==> src/rtl/cc_apb_pkg.sv <==
// Shared types, default constants and the address decode helper for the
// CryptoCell APB slave mux.
package cc_apb_pkg;

  typedef enum logic [1:0] {
    ST_IDLE    = 2'd0,
    ST_DSETUP  = 2'd1,
    ST_DACCESS = 2'd2,
    ST_RESP    = 2'd3
  } cc_apb_state_t;

  localparam int unsigned CC_APB_FIELD_W = 12;
  localparam int unsigned CC_APB_MAP_W   = 96;
  localparam logic [15:0] CC_APB_SLV_MAP_DEF = 16'h0821;
  localparam logic [7:0]  CC_APB_TIMEOUT_DEF = 8'd255;

  typedef struct packed {
    logic       hit;
    logic [2:0] idx;
  } cc_apb_dec_t;

  // Match the decode field against every map slot; lowest slot wins on duplicates.
  function automatic cc_apb_dec_t cc_apb_decode(input logic [11:0] field,
                                                input logic [95:0] map,
                                                input int unsigned sw,
                                                input int unsigned nslv);
    cc_apb_dec_t res;
    logic [11:0] mask;
    logic [11:0] entry;
    res  = '0;
    mask = 12'((13'd1 << sw) - 13'd1);
    for (int i = 7; i >= 0; i--) begin
      entry = 12'(map >> (32'(i) * sw)) & mask;
      if ((i < int'(nslv)) && ((field & mask) == entry)) begin
        res.hit = 1'b1;
        res.idx = 3'(i);
      end
    end
    return res;
  endfunction

endpackage

==> src/rtl/cc_apb_slave_mux_timeout_cnt.sv <==
// Hung-slave watchdog: access-cycle counter plus sticky timeout flag.
// Only instantiated when CC_APB_TIMEOUT_EN is defined.
module cc_apb_timeout_cnt #(
  parameter logic [7:0] TIMEOUT_CYC = 8'd255
) (
  input  logic clk,
  input  logic rst_n,
  input  logic clr,
  input  logic en,
  input  logic to_clr,
  output logic expire_c,
  output logic timeout_flag
);

  logic [7:0] cnt;

  // Fires on the access cycle that would make the wait count reach TIMEOUT_CYC.
  assign expire_c = en && (cnt == (TIMEOUT_CYC - 8'd1));

  // Wait counter, restarted for every downstream transfer.
  always_ff @(posedge clk or negedge rst_n) begin
    if (!rst_n) begin
      cnt <= 8'd0;
    end else if (clr) begin
      cnt <= 8'd0;
    end else if (en && !expire_c) begin
      cnt <= cnt + 8'd1;
    end
  end

  // Sticky flag; a new timeout beats a simultaneous clear.
  always_ff @(posedge clk or negedge rst_n) begin
    if (!rst_n) begin
      timeout_flag <= 1'b0;
    end else if (expire_c) begin
      timeout_flag <= 1'b1;
    end else if (to_clr) begin
      timeout_flag <= 1'b0;
    end
  end

endmodule

==> src/rtl/cc_apb_slave_mux.sv <==
// APB decoder/bridge from the CryptoCell port to NUM_SLV register blocks.
// Optional hung-slave timeout enabled by defining CC_APB_TIMEOUT_EN.
module cc_apb_slave_mux
  import cc_apb_pkg::*;
#(
  parameter int unsigned NUM_SLV = 4,
  parameter int unsigned SEL_HI  = 11,
  parameter int unsigned SEL_LO  = 8,
  parameter logic [NUM_SLV*(SEL_HI-SEL_LO+1)-1:0] SLV_MAP = CC_APB_SLV_MAP_DEF,
  parameter logic [7:0]  TIMEOUT_CYC = CC_APB_TIMEOUT_DEF
) (
  input  logic                    clk,
  input  logic                    rst_n,
  input  logic                    cc_psel,
  input  logic                    cc_penable,
  input  logic                    cc_pwrite,
  input  logic [11:0]             cc_paddr,
  input  logic [31:0]             cc_pwdata,
  output logic [31:0]             cc_prdata,
  output logic                    cc_pready,
  output logic                    cc_pslverr,
  output logic [NUM_SLV-1:0]      slv_psel,
  output logic                    slv_penable,
  output logic                    slv_pwrite,
  output logic [11:0]             slv_paddr,
  output logic [31:0]             slv_pwdata,
  input  logic [NUM_SLV*32-1:0]   slv_prdata,
  input  logic [NUM_SLV-1:0]      slv_pready,
  input  logic [NUM_SLV-1:0]      slv_pslverr
`ifdef CC_APB_TIMEOUT_EN
 ,input  logic                    to_clr,
  output logic                    timeout_flag
`endif
);

  localparam int unsigned SW = SEL_HI - SEL_LO + 1;

  cc_apb_state_t state, state_nxt;
  logic [2:0]         idx_q, idx_nxt;
  logic [NUM_SLV-1:0] psel_nxt;
  logic               penable_nxt, pwrite_nxt, pready_nxt, pslverr_nxt;
  logic [11:0]        paddr_nxt;
  logic [31:0]        pwdata_nxt, prdata_nxt;
  cc_apb_dec_t        dec_c;
  logic               sel_ready_c, sel_err_c, to_expire_c;
  logic [31:0]        sel_rdata_c;

  // Address decode of the upstream setup phase.
  always_comb begin
    dec_c = cc_apb_decode(12'(cc_paddr[SEL_HI:SEL_LO]), 96'(SLV_MAP), SW, NUM_SLV);
  end

  // Return-path mux: only the selected slot is observed.
  always_comb begin
    sel_ready_c = 1'b0;
    sel_err_c   = 1'b0;
    sel_rdata_c = '0;
    for (int i = 0; i < int'(NUM_SLV); i++) begin
      if (idx_q == 3'(i)) begin
        sel_ready_c = slv_pready[i];
        sel_err_c   = slv_pslverr[i];
        sel_rdata_c = slv_prdata[i*32 +: 32];
      end
    end
  end

`ifdef CC_APB_TIMEOUT_EN
  cc_apb_timeout_cnt #(.TIMEOUT_CYC(TIMEOUT_CYC)) u_to (
    .clk          (clk),
    .rst_n        (rst_n),
    .clr          (state == ST_DSETUP),
    .en           ((state == ST_DACCESS) && !sel_ready_c),
    .to_clr       (to_clr),
    .expire_c     (to_expire_c),
    .timeout_flag (timeout_flag)
  );
`else
  logic [7:0] unused_timeout_cyc;
  assign unused_timeout_cyc = TIMEOUT_CYC;
  assign to_expire_c = 1'b0;
`endif

  // Next-state and next-output logic; everything defaults to idle/zero.
  always_comb begin
    state_nxt   = state;
    idx_nxt     = idx_q;
    psel_nxt    = '0;
    penable_nxt = 1'b0;
    pwrite_nxt  = 1'b0;
    paddr_nxt   = '0;
    pwdata_nxt  = '0;
    prdata_nxt  = '0;
    pready_nxt  = 1'b0;
    pslverr_nxt = 1'b0;
    case (state)
      ST_IDLE: begin
        if (cc_psel && !cc_penable) begin
          if (dec_c.hit) begin
            state_nxt  = ST_DSETUP;
            idx_nxt    = dec_c.idx;
            psel_nxt   = NUM_SLV'(1) << dec_c.idx;
            pwrite_nxt = cc_pwrite;
            paddr_nxt  = cc_paddr;
            pwdata_nxt = cc_pwdata;
          end else begin
            state_nxt   = ST_RESP;
            pready_nxt  = 1'b1;
            pslverr_nxt = 1'b1;
          end
        end
      end
      ST_DSETUP: begin
        state_nxt   = ST_DACCESS;
        psel_nxt    = slv_psel;
        penable_nxt = 1'b1;
        pwrite_nxt  = slv_pwrite;
        paddr_nxt   = slv_paddr;
        pwdata_nxt  = slv_pwdata;
      end
      ST_DACCESS: begin
        if (sel_ready_c) begin
          state_nxt   = ST_RESP;
          pready_nxt  = 1'b1;
          prdata_nxt  = slv_pwrite ? 32'd0 : sel_rdata_c;
          pslverr_nxt = sel_err_c;
        end else if (to_expire_c) begin
          state_nxt   = ST_RESP;
          pready_nxt  = 1'b1;
          pslverr_nxt = 1'b1;
        end else begin
          psel_nxt    = slv_psel;
          penable_nxt = 1'b1;
          pwrite_nxt  = slv_pwrite;
          paddr_nxt   = slv_paddr;
          pwdata_nxt  = slv_pwdata;
        end
      end
      ST_RESP: begin
        state_nxt = ST_IDLE;
      end
      default: begin
        state_nxt = ST_IDLE;
      end
    endcase
  end

  // State and registered outputs.
  always_ff @(posedge clk or negedge rst_n) begin
    if (!rst_n) begin
      state       <= ST_IDLE;
      idx_q       <= 3'd0;
      slv_psel    <= '0;
      slv_penable <= 1'b0;
      slv_pwrite  <= 1'b0;
      slv_paddr   <= '0;
      slv_pwdata  <= '0;
      cc_prdata   <= '0;
      cc_pready   <= 1'b0;
      cc_pslverr  <= 1'b0;
    end else begin
      state       <= state_nxt;
      idx_q       <= idx_nxt;
      slv_psel    <= psel_nxt;
      slv_penable <= penable_nxt;
      slv_pwrite  <= pwrite_nxt;
      slv_paddr   <= paddr_nxt;
      slv_pwdata  <= pwdata_nxt;
      cc_prdata   <= prdata_nxt;
      cc_pready   <= pready_nxt;
      cc_pslverr  <= pslverr_nxt;
    end
  end

endmodule

==> config.mk <==
export PLATFORM = sky130hd
export DESIGN_NAME = cc_apb_slave_mux
export DESIGN_NICKNAME = d
export VERILOG_FILES = /design/src/rtl/cc_apb_pkg.sv /design/src/rtl/cc_apb_slave_mux_timeout_cnt.sv /design/src/rtl/cc_apb_slave_mux.sv
export SDC_FILE = /design/constraint.sdc
export NUM_CORES = 1
export LEC_CHECK = 0
export CORE_AREA = 3 3 114 116
export DETAILED_ROUTE_END_ITERATION = 8
export DIE_AREA = 0 0 117 119
export GPL_TIMING_DRIVEN = 0
export PLACE_DENSITY = 0.87
export SLEW_MARGIN = 0
export SYNTH_ARGS = -nofsm -noshare
export SYNTH_HDL_FRONTEND = slang
export SYNTH_SLANG_ARGS = --single-unit
==> constraint.sdc <==
create_clock -name clk -period 2.4 [get_ports clk]
set_input_delay 0.36 -clock clk [delete_from_list [all_inputs] [get_ports clk]]
set_output_delay 0.36 -clock clk [all_outputs]
set_load 0.05 [all_outputs]
==> impl_metrics.tcl, run 1 <==
set metrics [dict create \
    cp_max_fo 10 \
    postSynthCellCount 309 \
    synth-seq-cells 88 \
    leakage_nw 3.24 \
    grt_max_degree 57 \
    ant_nets 0 \
    num_vias 3859 \
    drc 0 \
    cts_max_level 3 \
    worstSetupPathType "reg2reg" \
    finalMaxSlewViolations 0 \
    die_w_um 117 \
    relSlewSlack_pct 61.3 \
    clock-root-buffer "clkbuf_16" \
    clock_tree.buffer_depth 2 \
    syn_nets 497 \
    finalCoreUtilization_pct 65.2 \
    io_buffers 268 \
    drt_iter0_drc 174 \
    crit_required_ps 2660 \
    crit_chain "inv_1, ha_1, nand3b_1, clkbuf_1, nor4b_1, mux2_4" \
    hold_viol 0 \
    setup_viol 0 \
    critPathBufInv 2 \
    dieArea_um2 13900 \
    yosys.area.top_type "dfrtp_1" \
    hold_class "reg2reg" \
    ios 269 \
    syn_area_um2 4660 \
    status "complete, no violations" \
    drive_gt1_share_pct 17.9 \
    worst_setup_path_end_kind "flip-flop" \
    grt-ovfl-total 0 \
    skew_ps 7.66 \
    rows 40 \
    yosysWarnings 0 \
    vias_per_cell 5.20 \
    synthToLayoutAreaGrowth_pct 68.0 \
    critPathSlowestCell "nand3b_1" \
    wire_per_inst_um 21.5 \
    clk_pin_slew_worst_paths_ps 60 \
    yosysMostFrequentCell "dfrtp_1" \
    power_density_nw_per_um2 879 \
    fmax_mhz 460 \
    cp_top_family "simple AND/OR/NAND/NOR gates" \
    ys.flop_type "dfrtp_1" \
    finalPower_mw 6.88 \
    async_reset_ff_share_pct 100 \
    grt_use_total_pct 23.2 \
    max_cap_violations 0 \
    post-route-period-util_pct 90.6 \
    synth-seq-area-share_pct 47.3 \
    cts_sinks 88 \
    gp_congestion 0.840 \
    rsz0062_at_grt "no" \
    die_h_um 119 \
    synth_top_area_share_pct 47.3 \
    dp_hpwl_mm 12.9 \
    drt-pass1-iter-count 4 \
    peakVddDrop_mv 0.528 \
    coreArea_um2 12000 \
    grt_pass1_wl_mm 24.1 \
    synthTopCellsByArea "dfrtp_1 47%, mux4_2 16%, mux2_4 15%" \
    drt_wl_total_mm 15.9 \
    cts_tree "done" \
    synth_edf_count 0 \
    slowest_delay_ps 410 \
    antenna_found_initial 2 \
    startpoint_type "flip-flop" \
    arrival_ps 2440 \
    insertion_delay_ps 330 \
    tightest_slew_ps 572 \
    synth.top_cells.by_count "88 x dfrtp_1, 46 x mux2_4, 41 x nor4b_1" \
    grt_pass1_vias 4286 \
    postSynthAreaPerCell_um2 15.1 \
    cts_resized 0 \
    initial_core_util_pct 38.8 \
    ys_types 31 \
    cts_made_buffers 9 \
    finalNetCount 778 \
    finalCriticalPeriod_ps 2170 \
]
==> worst paths after layout <==
| kind | end | startpoint | cells after the start | slack [ps] |
|---|---|---|---|---|
| max reg2reg | slv_pwdata[17]$_DFFE_PN0P_ | state[1]$_DFFE_PN0P_ | 6 | 230 |
| max | slv_pwdata[17]$_DFFE_PN0P_ | state[1]$_DFFE_PN0P_ | 6 | 230 |
| min reg2reg | slv_pwdata[0]$_DFFE_PN0P_ | slv_pwdata[0]$_DFFE_PN0P_ | 1 | 510 |
| min in group asynchronous | cc_prdata[4]$_DFF_PN0_ | rst_n | 2 | 520 |
| min | slv_pwdata[0]$_DFFE_PN0P_ | slv_pwdata[0]$_DFFE_PN0P_ | 1 | 510 |
| max in group asynchronous | cc_pslverr$_DFF_PN0_ | rst_n | 3 | 1240 |
==> repair_timing <==
action                    in CTS  in global routing
buffers inserted               0                  0
hold endpoints to repair      32                  0
hold buffers                   1                  0
==> kinds of logic (layout without fill, tap and decap cells) <==
kind of cell | count (synthesis) | count (layout) | synth area share [%]
flops | 88 | 88 | 47.3
simple gates | 91 | 91 | 14.5
other cells | 0 | 2 | 0
fa+ha+maj | 4 | 4 | 1.02
mux | 83 | 83 | 31.9
buf+inv | 35 | 319 | 4.03
compound gates | 8 | 8 | 1.29
==> layer usage <==
layer,GRT usage [%],part of all wire [%]
met1,23.6,33
met2,41.8,54
met3,9.71,11
met4,8.24,3.0
met5,0,0
==> stage by stage <==
step           setup TNS (ps)  cells  hold WS [ps]  area [um2]  setup WS [ps]
2_1_floorplan               0    309          64.4        4660            533
3_3_place_gp          -190560    724           486        7520          -2170
3_5_place_dp                0    725           341        7550           46.4
4_1_cts                     0    740           512        7820            248
5_1_grt                     0    740           527        7820           33.8
6_report                    0    742           509        7830            225
==> state kept, by name, summed over array words and instances, names as in the netlist <==
name         count
state            2
slv_penable      1
cc_prdata       32
slv_psel         4
slv_pwdata      32
idx_q            2
slv_pwrite       1
cc_pready        1
cc_pslverr       1
slv_paddr       12
==> layout make-up <==
class | instances | area (um2)
diodes | 2 | 5.00
clock inverters | 4 | 22.5
fillers | 892 | 4190
well taps | 147 | 184
inverters | 5 | 18.8
flip-flops and latches | 88 | 2200
clock buffers | 10 | 239
repair buffers | 270 | 2720
plain buffers | 30 | 169
multi-input cells | 186 | 2270
==> where the power goes <==
group | leakage (nW) | switching [mW] | internal [mW] | total [mW]
logic | 1.90 | 2.03 | 1.77 | 3.80
clock network | 0.130 | 0.544 | 0.712 | 1.26
registers | 1.21 | 0.0895 | 1.74 | 1.83
total | 3.24 | 2.67 | 4.22 | 6.88
==> layout by cell type (no fill, tap or decap), drive strengths merged, types with 5 or more instances in the layout <==
cell type,Yosys,final
buf,11,13
nor2b,34,34
clkbuf,19,29
nor4b,41,41
clkdlybuf4s50,0,267
mux4,34,34
mux2,46,46
dfrtp,88,88
inv,5,5
Note: power is estimated with default switching activity, not from simulation.
==> inputs of run 2 (changes only) <==
CORE_AREA = 3 3 118 120   (was 3 3 114 116)
CTS_BUF_LIST = sky130_fd_sc_hd__clkbuf_8   (was not set)
DIE_AREA = 0 0 121 123   (was 0 0 117 119)
PLACE_DENSITY = 0.85   (was 0.87)
clock period = 1.8 ns   (was 2.4 ns; I/O delays follow)
==> run 2 against run 1 <==
The flow now finishes with violations (setup timing). Wire length is 1.8% higher. Clock skew is 3.1 ps higher. Clock power is 21% higher. Flip-flop and latch count stayed put. Register-to-register slack worse by 320 ps. Global-route usage is 1.3 points lower. First-iteration DRC count is 22% lower. Design area is 1.9% higher. Critical endpoint is now slv_pwdata[21]$_DFFE_PN0P_. Highest routed layer unchanged.
==> impl_metrics.tcl, run 2 (same netlist as run 1, synthesis figures left out) <==
set metrics [dict create \
    clock_tree.buffer_depth 2 \
    rsz0062_at_grt "yes" \
    drt_iter0_drc 135 \
    reg_top3 "cc_prdata x32, slv_pwdata x32, slv_paddr x12" \
    crit_start "idx_q[0]$_DFFE_PN0P_" \
    num_vias 3842 \
    leakage_nw 3.92 \
    wire_per_inst_um 20.9 \
    relSlewSlack_pct 61.1 \
    tightest_slew_ps 583 \
    crit_chain "buf_6, mux4_2, o21ba_4, buf_12, mux2_4" \
    antenna_found_initial 0 \
    hold_class "in2async" \
    ant_nets 0 \
    cts_sinks 88 \
    gp_congestion 0.870 \
    cts_made_buffers 9 \
    diodes 0 \
    finalMaxSlewViolations 0 \
    fmax_mhz 529 \
    arrival_ps 2130 \
    skew_ps 10.8 \
    final_common_cell "clkdlybuf4s50_1" \
    final_cell_mix "183 x clkdlybuf4s50_1, 87 x dfrtp_1, 67 x dlygate4sd2_1" \
    grt_pass1_vias 4405 \
    tns_ps -3620 \
    initial_core_util_pct 35.6 \
    status "finished, violations left" \
    finalNetCount 781 \
    grt-ovfl-total 0 \
    cts_max_level 3 \
    coreArea_um2 13100 \
    clock-root-buffer "clkbuf_8" \
    cp_max_fo 10 \
    regArea_um2 2200 \
    post-route-period-util_pct 105 \
    worstSetupPathType "reg2reg" \
    rr_worst_depth 5 \
    multiInputGateArea_um2 2380 \
    io_buffers 268 \
    crit_required_ps 2040 \
    r2r-end "slv_pwdata[21]$_DFFE_PN0P_" \
    vias_per_cell 4.96 \
    ios 269 \
    finalCriticalPeriod_ps 1890 \
    synthToLayoutAreaGrowth_pct 71.1 \
    max_cap_violations 0 \
    setup_ws_ps -91.0 \
    clk_pin_slew_worst_paths_ps 90 \
    rows 42 \
    hold_viol 0 \
    cts_tree "done" \
    dp_hpwl_mm 12.9 \
    grt_max_degree 54 \
    grt_use_total_pct 21.9 \
    ff2ff_setup_slack_ps -90 \
    startpoint_type "flip-flop" \
    critPathCapture "slv_pwdata[21]$_DFFE_PN0P_" \
    r2r_start "idx_q[0]$_DFFE_PN0P_" \
    pre_cts_ws_ps -531 \
    power_density_nw_per_um2 1150 \
    dieArea_um2 14900 \
    violations "setup timing" \
    peakVddDrop_mv 0.692 \
    die_h_um 123 \
    die_w_um 121 \
    slowest_delay_ps 550 \
    setup_viol 46 \
    drive_gt1_share_pct 24.4 \
    drt-pass1-iter-count 4 \
    critPathSlowestCell "mux4_2" \
    drt_wl_total_mm 16.2 \
    fillCellCount 1031 \
    worst_setup_path_end_kind "flip-flop" \
    insertion_delay_ps 360 \
    grt_pass1_wl_mm 24.6 \
    drc 0 \
]
## run 2: changes by cell type in the layout (fill, tap and decap cells not counted), sizes merged
cell	before	now
inv	5	7
clkdlybuf4s50	267	183
dlymetal6s2s	0	17
buf	13	17
diode	2	0
dlygate4sd2	0	67
clkinvlp	1	0
clkbuf	29	27
bufinv	0	2
## run 2: worst min-delay path by stage
stage,endpoint,slack [ps],cells past startpoint,start
finish,slv_pwdata[20]$_DFFE_PN0P_,410,2,rst_n
global route,slv_pwdata[18]$_DFFE_PN0P_,440,2,rst_n
CTS,slv_pwdata[19]$_DFFE_PN0P_,400,2,rst_n
detailed placement,slv_pwdata[19]$_DFFE_PN0P_,270,1,rst_n
global placement,slv_paddr[10]$_DFFE_PN0P_,490,1,slv_paddr[10]$_DFFE_PN0P_
floorplan,cc_prdata[0]$_DFF_PN0_,-30,0,rst_n
## run 2: power breakdown
group	total, mW	internal [mW]	switching, mW	leakage [nW]
Combinational	5.16	2.42	2.74	2.60
Sequential	2.46	2.31	0.146	1.21
Clock	1.53	0.786	0.745	0.114
Total	9.15	5.52	3.63	3.92
## run 2: repair_timing
action / in CTS / in global routing
setup endpoints to repair: 151 / 97
buffers inserted: 4 / 1
pin swaps: 1 / 0
resized for setup: 91 / 54
hold buffers: 1 / 0
hold endpoints to repair: 35 / 0
## run 2: final cells by class
cell class | instances | share of cell area [%]
flip-flops and latches | 88 | 27.6
repair buffers | 275 | 34.0
well taps | 176 | 2.76
multi-input cells | 186 | 29.8
clock inverters | 7 | 1.16
plain buffers | 28 | 2.78
inverters | 5 | 0.235
clock buffers | 9 | 1.55
## run 2: per-layer routing
| layer | vias up | track usage, % | wire length (um) |
|---|---|---|---|
| met1 | 1904 | 23.0 | 5530 |
| met5 | - | 0 | 0 |
| met2 | 175 | 40.7 | 8820 |
| met3 | 28 | 7.73 | 1450 |
| met4 | 0 | 7.58 | 420 |
| li1 | 1735 | - | - |
## run 2: worst max-delay path, delay by kind of cell, from the launching register on
| kind | cells | cell delay (ps) |
|---|---|---|
| flip-flops | 1 | 350 |
| buffers and inverters | 2 | 280 |
| multiplexers | 2 | 840 |
| AO/OA/AOI/OAI | 1 | 290 |
## run 2: through the flow
stage / area [um2] / hold slack [ps] / util (%) / total power [mW] / std cells
floorplan: 4660 / -25.6 / - / 5.98 / 309
global placement: 7560 / 490 / 57.8 / 7.46 / 753
detailed placement: 7590 / 265 / 58.0 / 7.58 / 754
CTS: 7840 / 404 / 59.9 / 9.21 / 773
global route: 7970 / 436 / 60.9 / 9.64 / 774
finish: 7970 / 415 / 60.9 / 9.15 / 774
